## src/rtl/fifo_rd_pkg.sv

```systemverilog
// Shared constants and state encoding for the FIFO demo read side.
// Also used by the writer and the FIFO IP wrapper so widths stay consistent.
package fifo_rd_pkg;

   localparam int unsigned FIFO_DW    = 8;
   localparam int unsigned FIFO_DEPTH = 256;
   localparam int unsigned FIFO_CNT_W = 16;

   typedef enum logic [1:0] {
      StIdle  = 2'd0,
      StDrain = 2'd1,
      StDone  = 2'd2
   } rd_state_e;

endpackage

```

## src/rtl/fifo_rd_checker.sv

```systemverilog
// Ramp checker for the read controller: tracks the expected word and burst length,
// flags mismatches and keeps a saturating error count. Only built under FIFO_RD_CHECK_EN.
module fifo_rd_checker
   import fifo_rd_pkg::*;
#(
   parameter int unsigned DW    = FIFO_DW,
   parameter int unsigned DEPTH = FIFO_DEPTH,
   parameter int unsigned CNT_W = FIFO_CNT_W
) (
   input  logic             clk,
   input  logic             rst,
   input  logic             rd_valid,
   input  logic [DW-1:0]    rd_data,
   input  logic             burst_start,
   input  logic             burst_end,
   output logic             err_flag,
   output logic [CNT_W-1:0] err_cnt
);

   // One spare bit so an over-long burst can never alias back onto DEPTH.
   localparam int unsigned     WC_W     = $clog2(DEPTH + 1) + 1;
   localparam int unsigned     SUM_W    = CNT_W + 1;
   localparam logic [WC_W-1:0] WC_MAX   = '1;
   localparam logic [WC_W-1:0] DEPTH_WC = WC_W'(DEPTH);

   logic [DW-1:0]    exp_q;
   logic [WC_W-1:0]  word_cnt_q;
   logic             err_flag_q;
   logic [CNT_W-1:0] err_cnt_q;

   logic             data_err;
   logic             len_err;
   logic [1:0]       err_inc;
   logic [SUM_W-1:0] err_sum;
   logic [CNT_W-1:0] err_cnt_d;

   assign data_err = rd_valid && (rd_data != exp_q);
   assign len_err  = burst_end && (word_cnt_q != DEPTH_WC);

   always_comb begin
      err_inc   = {1'b0, data_err} + {1'b0, len_err};
      err_sum   = {1'b0, err_cnt_q} + SUM_W'(err_inc);
      err_cnt_d = err_sum[CNT_W] ? '1 : err_sum[CNT_W-1:0];
   end

   always_ff @(posedge clk) begin
      if (rst) begin
         exp_q      <= '0;
         word_cnt_q <= '0;
         err_flag_q <= 1'b0;
         err_cnt_q  <= '0;
      end else begin
         if (burst_start) begin
            exp_q      <= '0;
            word_cnt_q <= '0;
         end else if (rd_valid) begin
            // No resync: a dropped word shifts every later comparison.
            exp_q <= exp_q + DW'(1);
            if (word_cnt_q != WC_MAX) begin
               word_cnt_q <= word_cnt_q + WC_W'(1);
            end
         end
         if (data_err || len_err) begin
            err_flag_q <= 1'b1;
            err_cnt_q  <= err_cnt_d;
         end
      end
   end

   assign err_flag = err_flag_q;
   assign err_cnt  = err_cnt_q;

endmodule

```

## src/rtl/fifo_rd.sv

```systemverilog
// Read-side controller for the dual-port FIFO demo: waits for full, drains to empty in one burst.
// Data/length checking is present only when FIFO_RD_CHECK_EN is defined.
module fifo_rd
   import fifo_rd_pkg::*;
#(
   parameter int unsigned DW    = FIFO_DW,
   parameter int unsigned DEPTH = FIFO_DEPTH,
   parameter int unsigned CNT_W = FIFO_CNT_W
) (
   input  logic             clk,
   input  logic             rst,
   input  logic             rd_full,
   input  logic             rd_empty,
   input  logic [DW-1:0]    rd_data,
   output logic             rd_req,
   output logic             rd_valid,
   output logic             busy,
   output logic [CNT_W-1:0] burst_cnt,
   output logic             err_flag,
   output logic [CNT_W-1:0] err_cnt
);

   rd_state_e        state_q, state_d;
   logic             req_int;
   logic             burst_start;
   logic             burst_end;
   logic             rd_valid_q;
   logic [CNT_W-1:0] burst_cnt_q;

   always_comb begin
      state_d     = state_q;
      req_int     = 1'b0;
      burst_start = 1'b0;
      burst_end   = 1'b0;
      unique case (state_q)
         StIdle: begin
            // Full and empty together is illegal; hold off until flags make sense.
            if (rd_full && !rd_empty) begin
               state_d     = StDrain;
               burst_start = 1'b1;
            end
         end
         StDrain: begin
            req_int = 1'b1;
            if (rd_empty) begin
               state_d = StDone;
            end
         end
         StDone: begin
            // One extra cycle so the final word (read latency 1) is checked first.
            burst_end = 1'b1;
            state_d   = StIdle;
         end
         default: state_d = StIdle;
      endcase
   end

   always_ff @(posedge clk) begin
      if (rst) begin
         state_q     <= StIdle;
         rd_valid_q  <= 1'b0;
         burst_cnt_q <= '0;
      end else begin
         state_q    <= state_d;
         rd_valid_q <= rd_req;
         if (burst_end) begin
            burst_cnt_q <= burst_cnt_q + CNT_W'(1);
         end
      end
   end

   assign rd_req    = req_int && !rd_empty;
   assign rd_valid  = rd_valid_q;
   assign busy      = (state_q == StDrain) || (state_q == StDone);
   assign burst_cnt = burst_cnt_q;

`ifdef FIFO_RD_CHECK_EN
   fifo_rd_checker #(
      .DW    (DW),
      .DEPTH (DEPTH),
      .CNT_W (CNT_W)
   ) u_checker (
      .clk         (clk),
      .rst         (rst),
      .rd_valid    (rd_valid_q),
      .rd_data     (rd_data),
      .burst_start (burst_start),
      .burst_end   (burst_end),
      .err_flag    (err_flag),
      .err_cnt     (err_cnt)
   );
`else
   logic unused_chk;
   assign unused_chk = ^{rd_data, burst_start};
   assign err_flag   = 1'b0;
   assign err_cnt    = '0;
`endif

endmodule

```

## config.mk

```make
export PLATFORM = sky130hd
export DESIGN_NAME = fifo_rd
export DESIGN_NICKNAME = d
export VERILOG_FILES = /design/src/rtl/fifo_rd_pkg.sv /design/src/rtl/fifo_rd_checker.sv /design/src/rtl/fifo_rd.sv
export SDC_FILE = /design/constraint.sdc
export NUM_CORES = 1
export LEC_CHECK = 0
export BUFFER_PORTS_ARGS = -buffer_cell sky130_fd_sc_hd__buf_2
export CAP_MARGIN = 20
export CORE_AREA = 4 4 51 58
export DETAILED_ROUTE_END_ITERATION = 8
export DIE_AREA = 0 0 55 62
export GPL_TIMING_DRIVEN = 0
export HOLD_SLACK_MARGIN = 0.15
export PLACE_DENSITY = 0.78
export SYNTH_ARGS = -nofsm -noshare
export SYNTH_HDL_FRONTEND = slang
export SYNTH_HIERARCHICAL = 1
export SYNTH_SLANG_ARGS = --single-unit
export TNS_END_PERCENT = 30
```

## constraint.sdc

```tcl
create_clock -name clk -period 2.7 [get_ports clk]
set_input_delay 0.27 -clock clk [delete_from_list [all_inputs] [get_ports clk]]
set_output_delay 0.27 -clock clk [all_outputs]
set_load 0.02 [all_outputs]
```

-- After elaboration in Yosys (flattened, before gate mapping)
Index checks and enable logic that the tools add are counted.
- register bits after elaboration: 19
- output and inout bits: 36
- word-level logic and storage cells: 19
- add/subtract/negate cells: 1
- equal/unequal tests: 4
- multiplexer cells: 5
- reductions and logical operators: 6
- operator list (kind ; count):
    $add 16x1->16 const B ; 1
    $mux 2 ; 2
    $ne 2x2->1 const B ; 2
    $pmux 2 s2 ; 1
    $eq 2x1->1 const B ; 1
    $eq 2x2->1 const B ; 1
    $logic_and 1x1->1 ; 2
    $logic_not 2->1 ; 1
    $mux 1 ; 2
    $reduce_and 2->1 ; 1
    $logic_not 1->1 ; 1
    $logic_or 1x1->1 ; 1

-- Depth between registers and ports, before layout
Gate-level depths: netlist of run 1.
- depth after elaboration: 4
- gate-level depth with buffers: 7
- gate-level depth less buffers: 6

-- Worst setup path before layout of run 1
OpenSTA, ideal clock, no wires.
- kind: register to register
- from: register state_q[0]
- to: register burst_cnt_q[13], in the netlist burst_cnt[13]
- library setup time: 0.121 ns
- arrival time: 1.376 ns
- setup slack: 1.204 ns
- stages on the path, launching flop included: 8
- buffers on the path: 1
- clock period less this slack: 1.496 ns
- cell sequence: dfxtp_1 -> inv_1 -> ha_1 -> buf_2 -> nand4_4 -> nor2_1 -> nand3_1 -> mux2_2
- cells in the longest elaborated chain, start to end: 2
- ends and longest elaborated chain (item ; line ; text):
    start, declared ; fifo_rd.sv:23 ; rd_state_e state_q, state_d;
    start signal, assigned ; fifo_rd.sv:60 ; state_q <= StIdle;
    start signal, assigned ; fifo_rd.sv:64 ; state_q <= state_d;
    $eq 2x2->1 ; fifo_rd.sv:35 ; unique case (state_q)
    $mux 1 ; fifo_rd.sv:35 ;
    end signal, assigned ; fifo_rd.sv:67 ; burst_cnt_q <= burst_cnt_q + CNT_W'(1);
    end, declared ; fifo_rd.sv:28 ; logic [CNT_W-1:0] burst_cnt_q;
No other way between the ends.
A chain may end at the register's enable or synchronous reset.

-- Worst setup path in the final report of run 1
- from: register state_q[0]
- to: register burst_cnt_q[12], in the netlist burst_cnt[12]
The elaborated chain is that of the path after synthesis.

==> results.toml, run 1 <==
[outcome]
status = "complete, no violations"

[die]
ios = 48
start_util_pct = 45.6
rows = 19
die_area_mm2 = 0.00341
fp.dieW_um = 55
die_y_um = 62
core_area_mm2 = 0.00240

[critical_path]
path_cells = "inv_1 > ha_1 > buf_2 > nand4_4 > nor4_4 > xnor2_1 > nor2_1"
critPathMaxFanout = 9
critPathRequiredTime_ns = 2.87
path_buf_inv = 2
crit_family = "simple AND/OR/NAND/NOR gates"
endpoint_kind = "register"
worstPathArrival_ns = 1.88
crit_path_top_delay_cell = "dfxtp_1"
critical_path_class = "register to register"
start_kind = "register"
cp_slowest_stage_delay_ns = 0.34

[clock_tree]
cts_buffers = 3
cts_root_buffer = "clkbuf_4"
cts_resized = 0
clkSinkCount = 19
post-cts-setup-buffer-count = 0
clkTransAtPathRegs_ns = 0.10
cts_tree = "done"
max-clock-path-buffers = 2
clock_latency_ns = 0.29
h-tree-depth = 1
hold_buffers = 0

[logic_synthesis]
netlist_area_mm2 = 0.00109
seq_area_frac_synth_pct = 34.7
yosys_warnings = 6
syn_inst = 122
avgSynthCellArea_um2 = 8.97
synth_cell_types = 27
ys_ff_latch = 19

[sta]
rsz0062_at_grt = "false"
period_minus_slack_ns = 1.71
min_period_over_period_pct = 63.2
clock.fmax_ghz = 0.586
whs_ns = 0.297
fin_worst_skew_ns = 0.000605
final_max_slew_viol_count = 0
hold_viol_final = 0
setup-tns-final_ns = 0
setup_viol_count_final = 0

[cells_and_area]
fin_nets = 182
final_cell_mix = "buf_2 (23), nor2_1 (19), dfxtp_1 (19), buf_4 (17), conb_1 (17)"
synthToLayoutAreaGrowth_pct = 21.5
final_common_cell = "buf_2"
layout-drive-gt1-share_pct = 31.7
antennaDiodeCount = 0

[worst_hold_path]
worstHoldPathType = "primary input to register"

[global_route]
antenna_found_initial = 0
grt_max_degree = 11
grt_usage_pct = 13.4
first_global_vias = 792
overflow = 0
grt_pass1_wl_um = 3340

[power]
power_frac_comb_pct = 28.1
clkPwrFrac_pct = 22.6
intPower_uw = 420
p_per_area_mw_per_mm2 = 468
leakagePower_uw = 0.000663
sequentialPowerShare_pct = 49.3
ir_drop_uv = 287
netSwitchingFraction_pct = 32.5
p_switching_uw = 203

[detailed_routing]
drc = 0
drt_pass1_iterations = 4
drtAntennaViolNets = 0
finalWirelength_um = 2100
drt-vias-per-instance = 4.48
vias = 874
drt_iter0_markers = 21
routedWlPerCell_um = 10.8

[placed_design]
hpwl_um = 1650
portBuffers = 22
gp_congestion = 0.794

[flow_run]
cap_viol_max_count = 0
## cell type report
type	instances	area (um^2)
Fill cell	235	1070
Multi-Input combinational cell	93	604
Sequential cell	19	380
Buffer	21	151
Timing Repair Buffer	22	110
Tap cell	31	38.8
Clock buffer	4	26.3
Inverter	5	18.8
## per-layer routing
layer  routed length (um)  up-vias  track usage (%)
li1                     -      457                -
met1                  868      395             15.6
met2                 1100       18             23.8
met3                   99        4             2.86
met4                   35        0             5.21
met5                    0        -                0
## cell usage after synthesis, drive strengths merged
cell    number  area share [%]
xnor2        8             6.4
buf         19              13
nor2        19             6.5
xor2         3             2.4
dfxtp       19              35
mux2         1             1.0
o21ai        2            0.91
nand2b       2             1.1
nor4         3             5.8
clkbuf       2            0.69
nand4        6             5.4
mux2i        2             1.8
conb         1            0.34
nor3         5             2.7
nor2b        3             1.7
a21oi        6             2.7
or3          2             1.1
inv          5             1.7
a31o         1            0.80
ha           5             5.7
nand3        3             1.4
nand2        5             1.7
## tightest hold or removal path, cell delays in order
cell,delay [ns]
buf_2,0.10
nor2b_1,0.06
nor2b_1,0.12
## path summary, 6_finish.rpt
kind,from,endpoint,slack (ns),depth (start not counted)
setup / recovery,state_q[0],burst_cnt[12],0.99,7
hold / removal,rd_empty,rd_valid,0.30,3
setup reg to reg,state_q[0],burst_cnt[12],0.99,7
hold reg to reg,burst_cnt[5],burst_cnt[5],0.52,2
## cell families after synthesis
group | after synthesis | synth area share, %
flops | 19 | 34.7
xor+xnor | 11 | 8.80
mux | 3 | 2.86
compound gates | 9 | 4.46
other cells | 1 | 0.343
simple gates | 48 | 27.5
fa+ha+maj | 5 | 5.71
buf+inv | 26 | 15.5
## sequential cells by signal, summed over array words and instances (netlist names)
signal / cells
burst_cnt: 16
state_q: 2
rd_valid: 1
## through the flow
stage                     area, um^2  power [uW]  instances  setup WS (ns)  utilization [%]
final                           1330         623        195          0.993             55.4
after global routing            1330         663        195          0.854             55.4
after CTS                       1330         630        195          0.981             55.4
after detailed placement        1300         489        191           1.01             54.3
after global placement          1300         475        191           1.11             54.3
after floorplan                 1150         453        138           1.20                -
## power by group through the flow
stage | Sequential (uW) | Combinational (uW) | Clock [uW]
CTS | 307 | 176 | 146
global placement | 311 | 164 | 0
floorplan | 316 | 137 | 0
global route | 309 | 197 | 157
finish | 307 | 175 | 141
detailed placement | 314 | 175 | 0
Note: power is estimated with default switching activity, not from simulation.
==> inputs of run 2 (changes only) <==
- CORE_AREA: 4 4 51 58 -> 4 4 54 61
- DIE_AREA: 0 0 55 62 -> 0 0 58 65
- PLACE_DENSITY: 0.78 -> 0.73
- clock period: 2.7 -> 1.39 ns (I/O delays scaled with it)
==> results.toml, run 2 (same netlist as run 1, synthesis figures left out) <==
[outcome]
status = "complete, but fails checks"
violations = "setup timing"

[clock_tree]
max-clock-path-buffers = 2
clkTransAtPathRegs_ns = 0.11
clock_latency_ns = 0.31
h-tree-depth = 1
cts_tree = "done"
cts_buffers = 3
cts_root_buffer = "clkbuf_4"
clkSinkCount = 19

[power]
p_total_uw = 1370
p_per_area_mw_per_mm2 = 954
netSwitchingFraction_pct = 33.6
p_switching_uw = 461
intPower_uw = 912
power_frac_comb_pct = 34.6
sequentialPowerShare_pct = 44.2
clkPwrFrac_pct = 21.2
leakagePower_uw = 0.000694
ir_drop_uv = 596

[detailed_routing]
drt_iter0_markers = 12
vias = 906
finalWirelength_um = 2230
drt-vias-per-instance = 4.51
drt_pass1_iterations = 4
drc = 0
drtAntennaViolNets = 0
routedWlPerCell_um = 11.1

[sta]
clock.fmax_ghz = 0.701
final.setup.worst_slack_ns = -0.0367
rsz0062_at_grt = "true"
setup-tns-final_ns = -0.108
hold_viol_final = 0
min_period_over_period_pct = 103
fin_worst_skew_ns = 0.00389
period_minus_slack_ns = 1.43
setup_viol_count_final = 4
final_max_slew_viol_count = 0

[global_route]
overflow = 0
antenna_found_initial = 0
grt_max_degree = 12
grt_usage_pct = 12.4
grt_pass1_wl_um = 3680
first_global_vias = 888

[die]
start_util_pct = 40.5
die_y_um = 65
die_area_mm2 = 0.00377
ios = 48
core_area_mm2 = 0.00270
rows = 20
fp.dieW_um = 58

[critical_path]
start_kind = "register"
r2r_slack_ns = -0.04
cp.depth = 8
r2r_start = "state_q[0]"
path_buf_inv = 3
crit_top_cell = "buf_6"
critical_path_class = "register to register"
cp_slowest_stage_delay_ns = 0.35
endpoint_kind = "register"
crit_path_top_delay_cell = "dfxtp_2"
critPathRequiredTime_ns = 1.59
worst_r2r_endpoint = "burst_cnt[11]"
crit_end = "burst_cnt[11]"
critPathMaxFanout = 7
crit_start = "state_q[0]"
r2r_cells = 8
path_cells = "inv_2 > ha_4 > buf_6 > nand4_4 > buf_6 > nor4_4 > xnor2_1 > nor2_1"
worstPathArrival_ns = 1.63
crit_family = "buffers and inverters"

[cells_and_area]
layout-drive-gt1-share_pct = 42.9
nFillCells = 278
final_cells = 201
final_cell_mix = "buf_4 (20), buf_2 (20), nor2_1 (19), conb_1 (17), dfxtp_1 (12)"
final_util_pct = 53.3
antennaDiodeCount = 0
fin_nets = 186
synthToLayoutAreaGrowth_pct = 31.5
largest_reg_flops = 16

[placed_design]
hpwl_um = 1730
gp_congestion = 0.772
portBuffers = 22
placed_cells = 193

[flow_run]
cap_viol_max_count = 0

[worst_hold_path]
worstHoldPathType = "primary input to register"
run 2: worst min-delay path, delay by kind of cell:
kind / cells / cell delay (ns)
mux: 1 / 0.14
buf+inv: 1 / 0.11
simple gates: 1 / 0.09
run 2: how the worst min path moves through the flow:
stage | start | endpoint | cells after the start
6_report | rst | burst_cnt[13] | 3
3_5_place_dp | rd_empty | state_q[1] | 3
2_1_floorplan | rd_empty | state_q[1] | 2
5_1_grt | rst | burst_cnt[13] | 3
3_3_place_gp | rd_empty | rd_valid | 3
4_1_cts | rst | burst_cnt[13] | 3
run 2: layout make-up:
type	count	area [um^2]	area share, %
sequential	19	392	27.2
inverter	5	18.8	1.30
clock buffer	3	22.5	1.56
tap	33	41.3	2.87
multi-input combinational	93	648	45.0
clock inverter	1	5.00	0.348
buffer	21	158	10.9
timing repair buffer	26	155	10.8
run 2: repair_timing:
item	in CTS	in global routing
setup endpoints to repair	8	14
setup buffers	3	0
endpoints found under the hold margin	1	0
pin swaps	4	6
hold buffers	1	0
resized for setup	11	8
run 2: power by group through the flow:
stage          combinational [uW]  sequential [uW]  clock, uW
4_1_cts                       430              607        306
3_5_place_dp                  352              613          0
3_3_place_gp                  330              611          0
6_report                      475              607        291
5_1_grt                       525              611        316
2_1_floorplan                 275              619          0
run 2: metrics by stage:
stage / setup slack, ns / hold slack, ns / area, um^2
3_5_place_dp: -0.103 / 0.476 / 1320
3_3_place_gp: -0.0806 / 0.463 / 1320
6_report: -0.0367 / 0.192 / 1440
4_1_cts: -0.0542 / 0.194 / 1410
5_1_grt: -0.128 / 0.199 / 1440
2_1_floorplan: -0.00671 / 0.331 / 1160
run 2: routing by layer:
layer	wire length, um	up-vias	global-route usage, %
li1	-	458	-
met1	850	415	12.5
met2	1150	27	23.6
met3	183	6	2.79
met4	41	0	5.22
met5	0	-	0
